**src/rtl/pipe_ctrl_if.sv**
```systemverilog
// ---------------------------------------------------------------------------
// pipe_ctrl_if : bundle between the pipeline stages and the stall/flush
//                controller.
//   stall_o   [STAGES]    stall request raised by each stage
//   flush_req [FLUSH_SRC] flush pulses (bp_update, bp_miss, excp, modify_state)
//   set_idle              IDLE instruction committed
//   clr_idle              wake (interrupt taken)
//   stall_i   [STAGES]    stall applied to each stage
//   flush_i   [STAGES]    flush applied to each stage
//   idle_o                core is idle
//   hang_o                sticky stall watchdog flag
// Modports: master = pipeline side, slave = controller side.
// ---------------------------------------------------------------------------
interface pipe_ctrl_if #(
  parameter int STAGES    = 7,
  parameter int FLUSH_SRC = 4
);
  logic [STAGES-1:0]    stall_o;
  logic [FLUSH_SRC-1:0] flush_req;
  logic                 set_idle;
  logic                 clr_idle;
  logic [STAGES-1:0]    stall_i;
  logic [STAGES-1:0]    flush_i;
  logic                 idle_o;
  logic                 hang_o;

  modport master (
    output stall_o, flush_req, set_idle, clr_idle,
    input  stall_i, flush_i, idle_o, hang_o
  );

  modport slave (
    input  stall_o, flush_req, set_idle, clr_idle,
    output stall_i, flush_i, idle_o, hang_o
  );
endinterface

```
**src/rtl/pipe_ctrl.sv**
```systemverilog
// ---------------------------------------------------------------------------
// pipe_ctrl : pipeline stall/flush controller for the in-order core.
//   Builds the stall ripple (an older stage stalling holds every younger one),
//   maps flush sources onto stages through FLUSH_MASK (optionally delaying a
//   source by one register), tracks the RUN/IDLE state and runs a stall
//   watchdog.
// Ports:
//   clk  : clock
//   rst  : synchronous reset, active-high
//   bus  : pipe_ctrl_if.slave (stall_o, flush_req, set_idle, clr_idle in;
//          stall_i, flush_i, idle_o, hang_o out)
// Optional feature, macro PIPE_CTRL_PERF_EN:
//   perf_stall_cnt [STAGES*32]    cycles with stall_i[i] = 1, per stage
//   perf_flush_cnt [FLUSH_SRC*32] cycles with effective flush s, per source
//   Both saturate at 32'hFFFFFFFF and clear on rst.
// ---------------------------------------------------------------------------
module pipe_ctrl #(
  parameter int                              STAGES      = 7,
  parameter int                              FLUSH_SRC   = 4,
  parameter logic [FLUSH_SRC*STAGES-1:0]     FLUSH_MASK  = 28'h1E7C781,
  parameter logic [FLUSH_SRC-1:0]            FLUSH_REG   = 4'b0000,
  parameter int                              WDOG_CYCLES = 1024
) (
  input  logic                        clk,
  input  logic                        rst,
  pipe_ctrl_if.slave                  bus
`ifdef PIPE_CTRL_PERF_EN
  ,
  output logic [STAGES*32-1:0]        perf_stall_cnt,
  output logic [FLUSH_SRC*32-1:0]     perf_flush_cnt
`endif
);

  localparam int                CNT_W   = $clog2(WDOG_CYCLES) + 1;
  localparam logic [CNT_W-1:0]  CNT_MAX = CNT_W'(WDOG_CYCLES - 1);

  typedef enum logic {ST_RUN, ST_IDLE} state_t;

  state_t                r_state;
  state_t                w_state_nxt;
  logic [FLUSH_SRC-1:0]  r_flush_req;
  logic [FLUSH_SRC-1:0]  w_eff;
  logic [STAGES-1:0]     w_stall;
  logic [STAGES-1:0]     w_flush;
  logic [CNT_W-1:0]      r_wdog_cnt;
  logic                  r_hang;
  logic                  w_idle;
  logic                  w_wdog_run;

  assign w_idle = (r_state == ST_IDLE);

  // Stall ripple and flush mapping (combinational)
  always_comb begin
    w_stall = '0;
    for (int i = 0; i < STAGES - 1; i++) begin
      for (int j = i + 1; j < STAGES; j++) begin
        w_stall[i] = w_stall[i] | bus.stall_o[j];
      end
    end
    // Idle holds fetch only; the rest of the pipe drains normally.
    w_stall[0] = w_stall[0] | w_idle;
  end

  always_comb begin
    w_eff   = '0;
    w_flush = '0;
    for (int s = 0; s < FLUSH_SRC; s++) begin
      w_eff[s] = FLUSH_REG[s] ? r_flush_req[s] : bus.flush_req[s];
      for (int i = 0; i < STAGES; i++) begin
        w_flush[i] = w_flush[i] | (w_eff[s] & FLUSH_MASK[s*STAGES+i]);
      end
    end
  end

  // Stall and flush both leave unmodified; each stage resolves the priority.
  assign bus.stall_i = rst ? '0 : w_stall;
  assign bus.flush_i = rst ? '1 : w_flush;
  assign bus.idle_o  = w_idle;
  assign bus.hang_o  = r_hang;

  // Registered flush sources: deliberately not gated by stall
  always_ff @(posedge clk) begin
    if (rst) r_flush_req <= '0;
    else     r_flush_req <= bus.flush_req;
  end

  // Idle FSM
  always_ff @(posedge clk) begin
    if (rst) r_state <= ST_RUN;
    else     r_state <= w_state_nxt;
  end

  always_comb begin
    w_state_nxt = r_state;
    case (r_state)
      ST_RUN:  if (bus.set_idle) w_state_nxt = ST_IDLE;
      ST_IDLE: if (bus.clr_idle && !bus.set_idle) w_state_nxt = ST_RUN;
      default: w_state_nxt = ST_RUN;
    endcase
  end

  // Watchdog: counts consecutive non-idle stall cycles, saturating at
  // WDOG_CYCLES-1; a further stall cycle at saturation raises hang.
  assign w_wdog_run = (|bus.stall_o) && !w_idle;

  always_ff @(posedge clk) begin
    if (rst) begin
      r_wdog_cnt <= '0;
      r_hang     <= 1'b0;
    end else if (!w_wdog_run) begin
      r_wdog_cnt <= '0;
    end else if (r_wdog_cnt == CNT_MAX) begin
      r_hang     <= 1'b1;
    end else begin
      r_wdog_cnt <= r_wdog_cnt + 1'b1;
    end
  end

`ifdef PIPE_CTRL_PERF_EN
  logic [31:0] r_perf_stall [STAGES];
  logic [31:0] r_perf_flush [FLUSH_SRC];

  always_ff @(posedge clk) begin
    for (int i = 0; i < STAGES; i++) begin
      if (rst)
        r_perf_stall[i] <= '0;
      else if (bus.stall_i[i] && (r_perf_stall[i] != 32'hFFFF_FFFF))
        r_perf_stall[i] <= r_perf_stall[i] + 32'd1;
    end
    for (int s = 0; s < FLUSH_SRC; s++) begin
      if (rst)
        r_perf_flush[s] <= '0;
      else if (w_eff[s] && (r_perf_flush[s] != 32'hFFFF_FFFF))
        r_perf_flush[s] <= r_perf_flush[s] + 32'd1;
    end
  end

  always_comb begin
    perf_stall_cnt = '0;
    perf_flush_cnt = '0;
    for (int i = 0; i < STAGES; i++)    perf_stall_cnt[i*32 +: 32] = r_perf_stall[i];
    for (int s = 0; s < FLUSH_SRC; s++) perf_flush_cnt[s*32 +: 32] = r_perf_flush[s];
  end
`endif

endmodule

```
**src/flat_wrapper.sv**
```systemverilog
// flat-port wrapper written by rule: the top's interface ports become plain ports
module pipe_ctrl_flat 
#(
  parameter int                              STAGES      = 7,
  parameter int                              FLUSH_SRC   = 4,
  parameter logic [FLUSH_SRC*STAGES-1:0]     FLUSH_MASK  = 28'h1E7C781,
  parameter logic [FLUSH_SRC-1:0]            FLUSH_REG   = 4'b0000,
  parameter int                              WDOG_CYCLES = 1024
)
  (clk, rst, bus_stall_o, bus_flush_req, bus_set_idle, bus_clr_idle, bus_stall_i, bus_flush_i, bus_idle_o, bus_hang_o);
  pipe_ctrl_if #(.STAGES(STAGES), .FLUSH_SRC(FLUSH_SRC)) bus_i ();
  input  logic clk;
  input  logic rst;
  input wire logic [$bits(bus_i.stall_o)-1:0] bus_stall_o;
  input wire logic [$bits(bus_i.flush_req)-1:0] bus_flush_req;
  input wire logic [$bits(bus_i.set_idle)-1:0] bus_set_idle;
  input wire logic [$bits(bus_i.clr_idle)-1:0] bus_clr_idle;
  output wire logic [$bits(bus_i.stall_i)-1:0] bus_stall_i;
  output wire logic [$bits(bus_i.flush_i)-1:0] bus_flush_i;
  output wire logic [$bits(bus_i.idle_o)-1:0] bus_idle_o;
  output wire logic [$bits(bus_i.hang_o)-1:0] bus_hang_o;
  assign bus_i.stall_o = bus_stall_o;
  assign bus_i.flush_req = bus_flush_req;
  assign bus_i.set_idle = bus_set_idle;
  assign bus_i.clr_idle = bus_clr_idle;
  assign bus_stall_i = bus_i.stall_i;
  assign bus_flush_i = bus_i.flush_i;
  assign bus_idle_o = bus_i.idle_o;
  assign bus_hang_o = bus_i.hang_o;
  pipe_ctrl #(.STAGES(STAGES), .FLUSH_SRC(FLUSH_SRC), .FLUSH_MASK(FLUSH_MASK), .FLUSH_REG(FLUSH_REG), .WDOG_CYCLES(WDOG_CYCLES)) u_core (.clk(clk), .rst(rst), .bus(bus_i));
endmodule
```
**config.mk**
```make
export PLATFORM = sky130hd
export DESIGN_NAME = pipe_ctrl_flat
export DESIGN_NICKNAME = d
export VERILOG_FILES = /design/src/rtl/pipe_ctrl_if.sv /design/src/rtl/pipe_ctrl.sv /design/src/flat_wrapper.sv
export SDC_FILE = /design/constraint.sdc
export NUM_CORES = 1
export LEC_CHECK = 0
export CORE_MARGIN = 2
export CORE_UTILIZATION = 40
export DETAILED_ROUTE_END_ITERATION = 16
export MAX_ROUTING_LAYER = met4
export PLACE_DENSITY = 0.77
export SLEW_MARGIN = 5
export SYNTH_ARGS = -nofsm -noshare
export SYNTH_HDL_FRONTEND = slang
export SYNTH_SLANG_ARGS = --single-unit
export TNS_END_PERCENT = 10
```
**constraint.sdc**
```tcl
create_clock -name clk -period 4.56 [get_ports clk]
set_clock_uncertainty 0.2 [all_clocks]
set_input_delay 1.14 -clock clk [delete_from_list [all_inputs] [get_ports clk]]
set_output_delay 1.14 -clock clk [all_outputs]
set_load 0.02 [all_outputs]
```
# After elaboration in Yosys (flattened, before gate mapping)
# Cells that the tools add are included.
# word_totals
register_bits,13
in_bits,15
output_inout_bits,16
word_cells,40
# classes
n_addsub,1
eq_ne,1
mux,5
n_bitwise,23
n_reduce_logical,7
# ops
op,count
1-bit bitwise OR,21
"11-bit by 1-bit adder with 11-bit output, second input constant",1
"11-bit by 10-bit equality test with 1-bit output, second input constant",1
7-bit 2-to-1 mux,1
7-bit OR reduction,1
6-bit 2-to-1 mux,1
1-bit logical AND,2
1-bit logical NOT,2
1-bit 2-to-1 mux,2
1-bit NOT,2
1-bit case mux with 2 select lines,1
2-bit AND reduction,1
2-bit OR reduction,1

# Longest topological paths before layout
# Gate-level depths: netlist of run 1.
# logic_depth
ltp_word,7
ltp_mapped,5
ltp_nobuf,5

# Least setup slack after synthesis of run 1
# Ideal clock, no wire load.
# synth_path
kind,in2out
startpoint,input rst
endpoint,output bus_flush_i[0]
arrival_ns,2.481
t_required_ns,3.220
slack_ns,0.739
cell_stages,4
n_path_buf,1
path_cell_list,buf_2 -> or2_2 -> or3_1 -> or2_2
# synth_via
elab_chain_cells,1
# synth_rtl
element,line_no,rtl
from (decl),flat_wrapper.sv:13,input logic rst;
7-bit 2-to-1 mux,pipe_ctrl.sv:77,assign bus.flush_i = rst ? '1 : w_flush;
to (decl),flat_wrapper.sv:19,output wire logic [$bits(bus_i.flush_i)-1:0] bus_flush_i;
# Every way passes these cells.

# Worst setup path after layout of run 1
# Ends and elaborated chain as after synthesis.

==> parameters.txt, run 1 <==
Parameter                              Value

Flow run
  Max Cap Viol    0

Setup path
  Worst-path fanout max    4
  Startpoint type of the worst setup path    primary input
  Worst reg2reg path startpoint    u_core.r_wdog_cnt[0]
  Critical path destination    bus_flush_i[0]
  Slowest stage delay, CP    0.53 ns
  Worst Setup End Kind    output port
  Reg2reg setup slack    ~2.8 ns
  Worst Setup SP    rst
  Worst-case reg-to-reg path depth    5
  R2R Path End    u_core.r_wdog_cnt[1]
  CP Data Required Time    ~3.2 ns
  Slowest cell on crit path    clkdlybuf4s50_1
  Critical path class    primary input to output port
  Critical path arrival    3.06 ns
  Cells along the critical path    clkdlybuf4s50_1 -> or2_2 -> or3_1 -> or2_2 -> clkdlybuf4s50_1

Finish
  Filler-free cell count of the finished design    131
  Synthesis-to-finish area growth    44.1%
  Ant diodes    0
  Area taken by flip-flops and latches    260 um^2
  Net count, final    131
  Share of post-route cells with drive strength above 1    7.02%
  Filler cell count    155
  Area occupied by multi-input gates    373 um^2

Synth
  Synth top area share    a little under two fifths
  Commonest cells in the netlist    13 x dfxtp_1, 12 x nor2_1, 9 x a21oi_1
  Area contributors post-synth    dfxtp_1 38%, a21oi_1 6.5%, nor2_1 6.5%, buf_4 5.4%, nand4_1 3.6%
  Cell with the most instances after synthesis    dfxtp_1
  Async set-reset flop share out of synthesis    0%
  Yosys synthesis warning count    0
  Sequential area share after synthesis    37.6%
  Instance count of the mapped netlist    86
  EDFF count, synth    0
  Seq cells post-synth    13
  Most used flip-flop cell after synthesis    dfxtp_1
  Cell taking the most area after synthesis    dfxtp_1
  Net count after synthesis    102
  Netlist area before placement    around 690 um^2
  Mapped Avg Cell Area    8.05 um^2
  Distinct cells, synth    30

Clocking
  Clock tree from TritonCTS    done
  Sinks on the clock net    13
  Buffer type at the clock tree root    clkbuf_4
  Clock-pin slew of the registers on the worst-case setup and hold paths    0.08 ns
  Number of cells upsized or downsized after cts    0
  CTS H-tree depth    1
  Clock insertion delay at the later pin of the skew report    between 0.2 and 0.3 ns
  Buffers from clock root to sink, at most    2
  CTS Buf Count    3
  Count of buffers added by post-CTS timing repair for setup    0
  Number of buffers inserted for hold repair after clock tree synthesis    0

Detailed routing
  Detail Route Antenna Nets    0
  Vias    between 700 and 800
  Total Wirelength    1660 um
  Pre-Repair DR Iteration Count    4
  Iteration-0 DRC count of the detailed router    9
  Via count normalized by instance count    5.42
  Remaining routing DRC violations    0
  Final routed wire length divided by cell count    12.6 um

Placement
  Placed insts    127
  HPWL reported at the end of detailed placement    around 1300 um
  Pre-CTS WS    0.139 ns
  Gp weighted congestion    around 0.86
  Number of port buffers    29

Floorplan
  I/O pin total    31
  Chip Width    between 40 and 50 um
  Floorplan die area    0.00208 mm^2
  Std cell rows    15
  Overall die height    45.6 um
  Std-Cell Core Area    0.00167 mm^2
  Starting utilization of the core area    41.4%

STA
  Setup WS post-layout    approximately 0.16 ns
  Post-route setup TNS    0 ns
  Final critical-path required period    about 4.4 ns
  Post-route fraction of the period consumed by the critical path    96.6%
  Maximum achievable frequency    227 MHz
  Unrepaired setup endpoints after global routing    false
  Final Hold Vio Count    0
  Number of setup violations in the final report    0
  Max Slew Vio Count    0

Power
  VDD IR max    0.184 mV
  Areal power density over the cells    237 mW/mm^2
  Static leakage    approximately 0.36 nW
  Overall Power    0.236 mW

Global routing
  Leftover overflow at the end of global routing    0
  Pin count of the biggest net entering global routing    13
  Number of antenna violations at the first check in global routing    0
  Global routing usage summed across all routing layers    17.7%
  Via count of the first global-routing pass    608
  First-pass GRT wire length    2590 um

Hold path
  Hold WC Path Type    flop to flop

Run status
  Status    complete, no violations
==> placed cells by master (no fill, tap or decap), types with 2 or more instances in the layout <==
master	n
clkdlybuf4s50_1	29
dfxtp_1	13
nor2_1	12
a21oi_1	9
nor3_1	4
nand4_1	4
nand2_1	4
or3_1	3
inv_1	3
o21ai_0	3
clkbuf_4	3
or2_2	2
nor2b_1	2
nand3_1	2
xor2_1	2
xnor2_1	2
buf_4	2
==> worst min path at each step <==
stage / startpoint / endpoint / slack (ns) / cells past startpoint
after CTS: u_core.r_wdog_cnt[9] / u_core.r_wdog_cnt[10] / 0.23 / 1
after global routing: u_core.r_wdog_cnt[9] / u_core.r_wdog_cnt[10] / 0.27 / 1
after floorplan: u_core.r_wdog_cnt[9] / u_core.r_wdog_cnt[10] / 0.20 / 1
after detailed placement: u_core.r_wdog_cnt[9] / u_core.r_wdog_cnt[10] / 0.22 / 1
after global placement: u_core.r_wdog_cnt[9] / u_core.r_wdog_cnt[10] / 0.22 / 1
final: u_core.r_wdog_cnt[9] / u_core.r_wdog_cnt[10] / 0.23 / 1
==> per-layer routing <==
layer / vias up / GRT usage, % / wire length (um)
met1: 315 / 19.1 / 636
met5: - / - / 0
li1: 358 / - / -
met2: 33 / 29.0 / 760
met4: 0 / 7.06 / 19
met3: 4 / 6.75 / 239
==> cell families (layout without fill, tap and decap cells) <==
group / count (synthesis) / count (layout) / share of synthesized area [%]
AOI/OAI and AO/OA: 17 / 17 / 13.9
xor gates and xnor gates: 4 / 4 / 5.06
adders and majority gates: 1 / 1 / 1.81
buffers and inverters: 10 / 38 / 8.50
DFF: 13 / 13 / 37.6
muxes: 1 / 1 / 1.45
other: 1 / 1 / 0.542
and+or+nand+nor: 39 / 39 / 31.1
==> report_power, final <==
group	switching, mW	total, mW	internal [mW]
clock	0.0379	0.0719	0.0340
sequential	0.00229	0.118	0.116
combinational	0.0205	0.0461	0.0256
==> state kept, by name, indices dropped and copies added (netlist names) <==
name               count
u_core.bus.hang_o      1
u_core.bus.idle_o      1
u_core.r_wdog_cnt     11
==> stage by stage <==
| stage | area (um^2) | utilization [%] | hold slack, ns |
|---|---|---|---|
| after floorplan | 692 | - | 0.203 |
| after global placement | 971 | 58.1 | 0.219 |
| after detailed placement | 971 | 58.1 | 0.216 |
| after CTS | 997 | 59.7 | 0.227 |
| after global routing | 997 | 59.7 | 0.265 |
| final | 997 | 59.7 | 0.227 |
==> critical path, delay by kind of cell <==
family / cells / cell delay [ns]
and+or+nand+nor: 3 / 0.96
buffers and inverters: 2 / 0.96
==> area by class of cell <==
cell class                      count  share of cell area (%)
Tap cell                           17                    2.13
Multi-Input combinational cell     63                    37.4
Inverter                            3                    1.13
Clock buffer                        4                    2.63
Timing Repair Buffer               31                    30.6
Sequential cell                    13                    26.1
(Power assumes the default switching activity.)
==> run 2, diff against run 1 <==
- REMOVE_ABC_BUFFERS: default -> 1
- clock period: 4.56 -> 4.5 ns (I/O delays scaled with it)
==> run 2 against run 1 <==
Sequential power barely moved. Power rose by 1.9%. Flip-flop and latch count did not move. Register-to-register slack got worse by 0.10 ns. Non-clock buffer count did not move. Setup slack got worse by 0.0067 ns. Core utilization did not move. Global-route usage fell by 0.74 points. Routed wire length fell by 2.2%. Worst hold slack improved by 0.0015 ns. Design area did not move. Die area did not move. Critical endpoint unchanged. Largest cell class unchanged. Highest routed layer unchanged.
==> parameters.txt, run 2 (synthesis gave the netlist of run 1 again) <==
Parameter                              Value

Global routing
  Via count of the first global-routing pass    580
  Pin count of the biggest net entering global routing    13
  First-pass GRT wire length    2390 um
  Number of antenna violations at the first check in global routing    0
  Leftover overflow at the end of global routing    0
  Global routing usage summed across all routing layers    17.0%

Floorplan
  Std cell rows    15
  Overall die height    between 40 and 50 um
  Std-Cell Core Area    between 0.0015 and 0.002 mm^2
  I/O pin total    31
  Starting utilization of the core area    41.4%
  Chip Width    45.6 um
  Floorplan die area    roughly 0.0021 mm^2

Flow run
  Max Cap Viol    0

Setup path
  Worst-path fanout max    4
  CP Data Required Time    3.17 ns
  Reg2reg setup slack    2.65 ns
  Startpoint type of the worst setup path    primary input
  Critical path arrival    between 3 and 4 ns
  R2R Path End    u_core.r_wdog_cnt[1]
  Worst reg2reg path startpoint    u_core.r_wdog_cnt[0]
  Critical path class    primary input to output port
  Worst-case reg-to-reg path depth    5
  Worst Setup End Kind    output port

Placement
  Placed insts    ~130
  Pre-CTS WS    0.139 ns
  HPWL reported at the end of detailed placement    1220 um
  Area of placed instances    about 970 um^2
  Number of port buffers    29
  Gp weighted congestion    0.875

STA
  Headroom to the max-slew limit    67.1%
  Max Slew Vio Count    0
  Final Hold Vio Count    0
  Setup WS post-layout    0.150 ns
  Post-route setup TNS    0 ns
  Minimum hold slack    0.229 ns
  Slew at the pin with the worst max-slew slack    around 0.49 ns
  Final critical-path required period    4.35 ns
  Post-route fraction of the period consumed by the critical path    96.7%
  Unrepaired setup endpoints after global routing    false
  Number of setup violations in the final report    0
  Maximum achievable frequency    230 MHz

Clocking
  CTS Buf Count    3
  Clock tree from TritonCTS    done
  Number of cells upsized or downsized after cts    0
  Buffers from clock root to sink, at most    2
  Count of buffers added by post-CTS timing repair for setup    0
  Number of buffers inserted for hold repair after clock tree synthesis    0
  Clock insertion delay at the later pin of the skew report    0.28 ns
  Clock-pin slew of the registers on the worst-case setup and hold paths    0.08 ns
  CTS H-tree depth    1
  Sinks on the clock net    13
  Buffer type at the clock tree root    clkbuf_4

Power
  Static leakage    around 0.36 nW
  VDD IR max    about 0.15 mV
  Areal power density over the cells    approximately 240 mW/mm^2
  Overall Power    0.240 mW

Finish
  Net count, final    131
  Commonest non-fill, non-tap cell in the layout    clkdlybuf4s50_1
  Synthesis-to-finish area growth    44.1%
  Fin util    59.7%
  Share of post-route cells with drive strength above 1    7.02%
  Register with the most flip-flops    u_core.r_wdog_cnt
  Area taken by flip-flops and latches    260 um^2
  Final cell area excluding filler cells    997 um^2
  Ant diodes    0
  Area occupied by multi-input gates    373 um^2
  Max reg flops    11
  Filler-free cell count of the finished design    131
  Filler cell count    150
  Highest-count cells in the layout ignoring fill and taps    29 x clkdlybuf4s50_1, 13 x dfxtp_1, 12 x nor2_1, 9 x a21oi_1

Detailed routing
  Total Wirelength    1620 um
  Pre-Repair DR Iteration Count    4
  Remaining routing DRC violations    0
  Via count normalized by instance count    between 5 and 6
  Iteration-0 DRC count of the detailed router    16
  Vias    701
  Detail Route Antenna Nets    0
  Final routed wire length divided by cell count    12.4 um

Hold path
  Hold WC Path Type    flop to flop
  Hold_sp    u_core.r_wdog_cnt[9]
  Instance count along the most critical hold path    1
  Sink of the worst hold path    u_core.r_wdog_cnt[10]

Run status
  Status    complete, no violations
[run 2: metal layers]
layer	wire length (um)	track usage, %
met5	0	-
met4	32	12.4
met3	213	4.76
met2	704	27.6
met1	667	17.2
[run 2: how the worst max path moves through the flow]
stage               start  cells past startpoint        endpoint  slack (ns)
floorplan             rst                      3  bus_flush_i[0]        0.67
global placement      rst                      5  bus_flush_i[0]        0.17
detailed placement    rst                      5  bus_flush_i[0]        0.14
CTS                   rst                      5  bus_flush_i[0]        0.14
global route          rst                      5  bus_flush_i[0]        0.10
finish                rst                      5  bus_flush_i[0]        0.15
[run 2: worst max-delay path, cell delays in order]
cell and delay, ns:
clkdlybuf4s50_1 0.41, or2_2 0.30, or3_1 0.36, or2_2 0.29, clkdlybuf4s50_1 0.54
[run 2: power breakdown]
group	leakage, nW	switching [mW]	internal, mW
registers	0.105	0.00229	0.117
logic	0.240	0.0210	0.0260
clock network	0.0150	0.0394	0.0345
total	0.361	0.0627	0.178
[run 2: layout make-up]
type,count,area share (%)
Inverter,3,1.13
Multi-Input combinational cell,63,37.4
Timing Repair Buffer,31,30.6
Sequential cell,13,26.1
Clock buffer,4,2.63
Tap cell,17,2.13
